## config.mk

```make
export PLATFORM = sky130hd
export DESIGN_NAME = adc_push_scheduler
export DESIGN_NICKNAME = d
export VERILOG_FILES = /design/src/rtl/adc_push_scheduler.sv
export SDC_FILE = /design/constraint.sdc
export NUM_CORES = 1
export LEC_CHECK = 0
export ABC_AREA = 1
export CAP_MARGIN = 20
export CORE_UTILIZATION = 45
export CTS_BUF_LIST = sky130_fd_sc_hd__clkbuf_16
export DETAILED_ROUTE_END_ITERATION = 7
export DONT_BUFFER_PORTS = 1
export HOLD_SLACK_MARGIN = 0.12
export MAX_ROUTING_LAYER = met4
export PLACE_DENSITY = 0.57
export SLEW_MARGIN = 20
export SYNTH_ARGS = -nofsm -noshare
export SYNTH_HDL_FRONTEND = slang
export SYNTH_SLANG_ARGS = --single-unit
```

## constraint.sdc

```tcl
create_clock -name clk -period 5 [get_ports clk]
set_input_delay 1 -clock clk [delete_from_list [all_inputs] [get_ports clk]]
set_output_delay 1 -clock clk [all_outputs]
set_load 0.05 [all_outputs]
```

## src/rtl/adc_push_scheduler.sv

```systemverilog
// adc_push_scheduler: buffers ADC samples and paces pushADC onto the shared channel bus
module adc_push_scheduler #(
    parameter int DEPTH   = 16,
    parameter int MIN_GAP = 4,
    parameter int LW      = 5
) (
    input  logic          clk,
    input  logic          rst,
    input  logic          adc_strobe,
    input  logic [15:0]   adc_data,
    input  logic [31:0]   addr,
    input  logic [31:0]   Wdata,
    input  logic          write,
    input  logic          read,
    output logic [31:0]   Rdata,
    output logic [15:0]   ADC,
    output logic          pushADC,
    output logic [LW-1:0] level,
    output logic          ovf
);
    localparam int AW = $clog2(DEPTH);
    logic [15:0]   mem_q [DEPTH];
    logic [AW-1:0] wr_ptr_q, wr_ptr_d, rd_ptr_q, rd_ptr_d;
    logic [LW-1:0] level_q, level_d;
    logic [3:0]    gap_q, gap_d;
    logic [7:0]    drop_q, drop_d;
    logic          run_q, run_d, ovf_q, ovf_d;
    logic          empty, full, sel_run, sel_stat, sel_cfg, clr, flush, pop, accept, drop;
    logic          unused_bits;
    assign unused_bits = ^{addr[31:16], Wdata[31:17], Wdata[15:1]};
    assign sel_run  = addr[15:0] == 16'h0100;
    assign sel_stat = addr[15:0] == 16'h0180;
    assign sel_cfg  = addr[15:0] == 16'h0184;
    assign empty    = level_q == '0;
    assign full     = level_q == LW'(DEPTH);
    assign clr      = write & sel_stat & Wdata[16];
    assign flush    = write & sel_cfg & Wdata[0];
    // a bus access in the same cycle vetoes the push so channels see an idle bus
    assign pushADC  = run_q & ~empty & (gap_q == 4'd0) & ~read & ~write;
    assign pop      = pushADC;
    // a full FIFO still takes the sample when the head leaves in the same cycle
    assign accept   = adc_strobe & ~flush & (~full | pop);
    assign drop     = adc_strobe & ~flush & full & ~pop;
    assign ADC      = empty ? 16'd0 : mem_q[rd_ptr_q];
    assign level    = level_q;
    assign ovf      = ovf_q;
    // next-state for pointers, occupancy, push spacing and status
    always_comb begin
        wr_ptr_d = flush ? '0 : accept ? wr_ptr_q + AW'(1) : wr_ptr_q;
        rd_ptr_d = flush ? '0 : pop ? rd_ptr_q + AW'(1) : rd_ptr_q;
        level_d  = flush ? '0 : level_q + LW'(accept) - LW'(pop);
        gap_d    = flush ? 4'd0 : pop ? 4'(MIN_GAP - 1) : (gap_q != 4'd0) ? gap_q - 4'd1 : gap_q;
        run_d    = (write & sel_run) ? Wdata[0] : run_q;
        ovf_d    = clr ? 1'b0 : drop ? 1'b1 : ovf_q;
        drop_d   = clr ? 8'd0 : (drop & (drop_q != 8'hFF)) ? drop_q + 8'd1 : drop_q;
    end
    // register read mux; zero unless this block's status/config address is read
    always_comb begin
        Rdata = '0;
        if (read & sel_stat) begin
            Rdata[LW-1:0] = level_q;
            Rdata[8]      = empty;
            Rdata[9]      = full;
            Rdata[16]     = ovf_q;
            Rdata[31:24]  = drop_q;
        end else if (read & sel_cfg) begin
            Rdata[3:0]    = 4'(MIN_GAP);
            Rdata[15:8]   = 8'(AW);
        end
    end
    // sample storage, written only when a sample is accepted
    always_ff @(posedge clk) begin
        if (accept) mem_q[wr_ptr_q] <= adc_data;
    end
    // state registers with asynchronous reset
    always_ff @(posedge clk or posedge rst) begin
        if (rst) begin
            wr_ptr_q <= '0;
            rd_ptr_q <= '0;
            level_q  <= '0;
            gap_q    <= '0;
            run_q    <= 1'b0;
            ovf_q    <= 1'b0;
            drop_q   <= '0;
        end else begin
            wr_ptr_q <= wr_ptr_d;
            rd_ptr_q <= rd_ptr_d;
            level_q  <= level_d;
            gap_q    <= gap_d;
            run_q    <= run_d;
            ovf_q    <= ovf_d;
            drop_q   <= drop_d;
        end
    end
endmodule

```

==> flow_metrics.py <==
metrics = {
    "outcome": {
        "status": "finished, final reports clean",
    },
    "power_and_ir_drop": {
        "comb_power_share": 0.370,
        "p_leak_uw": 0.00512,
        "ir_drop_mv": 0.426,
        "powerDensity_nw_per_um2": 587,
        "p_clk_frac": 0.250,
        "seqPwrFrac": 0.380,
        "p_int_uw": 4760,
        "switching_power_uw": 3270,
        "p_sw_frac": 0.407,
    },
    "global_route": {
        "overflow": 0,
        "grtUsageMet3": 0.0461,
        "grt_use_met1": 0.275,
        "grt_pass1_wl_mm": 44.8,
        "antenna_found_initial": 0,
        "use_met2": 0.358,
        "grt_max_degree": 69,
        "grt_use_total": 0.219,
        "grt.busiest_layer": "met2",
        "grt_pass1_vias": 7712,
    },
    "route": {
        "first_iter_violations": 627,
        "viasPerCell": 5.39,
        "vias": 7944,
        "detail_route.wl_per_cell_um": 20.0,
        "dr.pass1.iters": 5,
        "drcViolationCount": 0,
        "drtAntennaViolNets": 0,
        "route.final.wire_length_mm": 29.5,
    },
    "synth": {
        "syn-instance-count": 1105,
        "yosys_warnings": 0,
        "ys_seq_area_frac": 0.677,
        "synth_cell_types": 41,
        "synthArstFlopShare": 0.0954,
        "ys.flop_type": "edfxtp_1",
        "avgSynthCellArea_um2": 11.2,
        "synth_edf_count": 256,
        "synth-seq-cells": 283,
        "netlist_area_um2": 12400,
    },
    "critical_path": {
        "start_kind": "flop",
        "end_kind": "primary output",
        "crit_fanout": 17,
        "worstPathRequired_ns": 4.00,
        "crit_type": "reg2out",
        "crit_arrival_ns": 2.96,
        "r2r_setup_slack_ns": 1.32,
    },
    "timing": {
        "setup_viol": 0,
        "drv_slew": 0,
        "setup_ws_ns": 1.04,
        "setup_tns_ns": 0,
        "slew_headroom": 0.292,
        "max_freq_mhz": 253,
        "fin_skew_ns": 0.00940,
        "rsz0062_at_grt": "no",
        "finalCriticalPeriod_ns": 3.96,
        "period_share": 0.792,
        "holdWs_ns": 0.414,
        "hold_viol": 0,
        "tightest_slew_ns": 1.06,
    },
    "clocking": {
        "cts_buffers": 30,
        "clock_sinks": 283,
        "cts_tree": "done",
        "holdBufCountCts": 0,
        "cts_setup_buffers": 0,
        "clk_latency_ns": 0.54,
        "cts_root_buf": "clkbuf_16",
        "cts.repair.resized": 0,
        "clock_path_buffers": 3,
        "path_clk_slew_ns": 0.06,
        "cts-htree-levels": 1,
    },
    "placement": {
        "gp_congestion": 0.777,
        "hpwlAfterDp_mm": 16.3,
        "preCtsSetupSlack_ns": 1.11,
        "port_buffers": 0,
    },
    "floorplan": {
        "die_w_um": 168,
        "die_area_um2": 28100,
        "die_y_um": 168,
        "core_um2": 27000,
        "start_util": 0.459,
        "pin_count": 140,
        "rows": 60,
    },
    "cells_and_area": {
        "num-nets-final": 1212,
        "syn2layout_area_growth_pct": 10.7,
        "drive_gt1_frac": 0.101,
        "final_util": 0.508,
        "final_common_cell": "nand2_1",
        "final_cell_mix": "298 x nand2_1, 256 x edfxtp_1, 212 x nand3_1, 60 x inv_1, 39 x nor2_1",
        "num-fill-cells": 2413,
        "antenna_cells": 0,
    },
    "job": {
        "max_cap_viol_count": 0,
    },
    "min_path": {
        "hold_class": "in2async",
    },
}
## area by class of cell
class	count	area (um2)	share of cell area
Sequential cell	283	8370	0.612
Multi-Input combinational cell	706	3520	0.257
Clock buffer	31	776	0.0567
Tap cell	341	427	0.0312
Timing Repair Buffer	33	260	0.0190
Inverter	58	220	0.0161
Clock inverter	22	114	0.00832
## cell families (layout without fill, tap and decap cells)
logic type      after synthesis  count (layout)  synth area share
other cells                   1              15          0.000303
xor+xnor                     12              12           0.00850
compound gates               70              70            0.0327
simple gates                594             594             0.216
flops                       283             283             0.677
buf+inv                     130             144            0.0500
fa+ha+maj                    15              15            0.0158
## registers in the layout, summed over array words and instances (netlist names)
register	flops
mem_q	256
drop_q	8
level	5
gap_q	4
rd_ptr_q	4
wr_ptr_q	4
ovf	1
run_q	1
## cell usage after synthesis (2+ instances only)
master / n / area share
nor2_1: 39 / 0.012
nor3_1: 20 / 0.0081
o21ai_0: 10 / 0.0040
o21a_1: 17 / 0.010
nand2_2: 4 / 0.0020
nand2_4: 2 / 0.0018
nand3_1: 212 / 0.086
nand4_4: 2 / 0.0034
or2_2: 2 / 0.0010
ha_1: 14 / 0.014
nand4_1: 2 / 0.0010
buf_1: 6 / 0.0018
edfxtp_1: 256 / 0.62
xor2_1: 8 / 0.0057
buf_4: 17 / 0.010
nor2_2: 3 / 0.0015
buf_6: 2 / 0.0018
nand2_1: 298 / 0.091
clkbuf_1: 6 / 0.0018
inv_2: 5 / 0.0015
buf_2: 41 / 0.017
dfrtp_1: 27 / 0.055
nor2_4: 3 / 0.0027
inv_1: 52 / 0.016
a21oi_1: 38 / 0.015
xnor2_1: 4 / 0.0028
## critical path, stage by stage, from the launching register on
cell and delay (ns):
dfrtp_1 0.65, inv_1 0.21, ha_1 0.25, nand2_1 0.09, nor2_1 0.06, nand2_1 0.14, buf_4 0.33, o21a_1 0.65
## worst paths after layout
kind | from | to | cells after the start
worst max-delay path | level[2] | ADC[7] | 7
worst min-delay path | rst | drop_q[3] | 2
worst max register to register | level[2] | level[4] | 19
worst min register to register | run_q | run_q | 2
max in group asynchronous | rst | rd_ptr_q[0] | 2
min in group clk | run_q | run_q | 2
## per-layer routing
metal  share of wire  up-vias  wire, um
li1                -     3814         -
met4           0.031        0       915
met5               0        -         0
met2            0.48      222     14100
met3           0.063       66      1850
met1            0.43     3842     12600
## power groups by stage
stage | Combinational [uW] | Sequential, uW | Clock [uW]
5_1_grt | 3260 | 3080 | 2130
3_5_place_dp | 2990 | 3110 | 0
2_1_floorplan | 2250 | 3070 | 0
3_3_place_gp | 2960 | 3100 | 0
4_1_cts | 3000 | 3060 | 2040
6_report | 2970 | 3050 | 2010
## stage by stage
stage / total power, uW / cell area [um2] / cells
global route: 8480 / 13700 / 1474
detailed placement: 6100 / 12800 / 1421
floorplan: 5320 / 12400 / 1119
finish: 8030 / 13700 / 1474
CTS: 8100 / 13700 / 1474
global placement: 6060 / 12800 / 1421
Power figures use the tool's default switching activity.
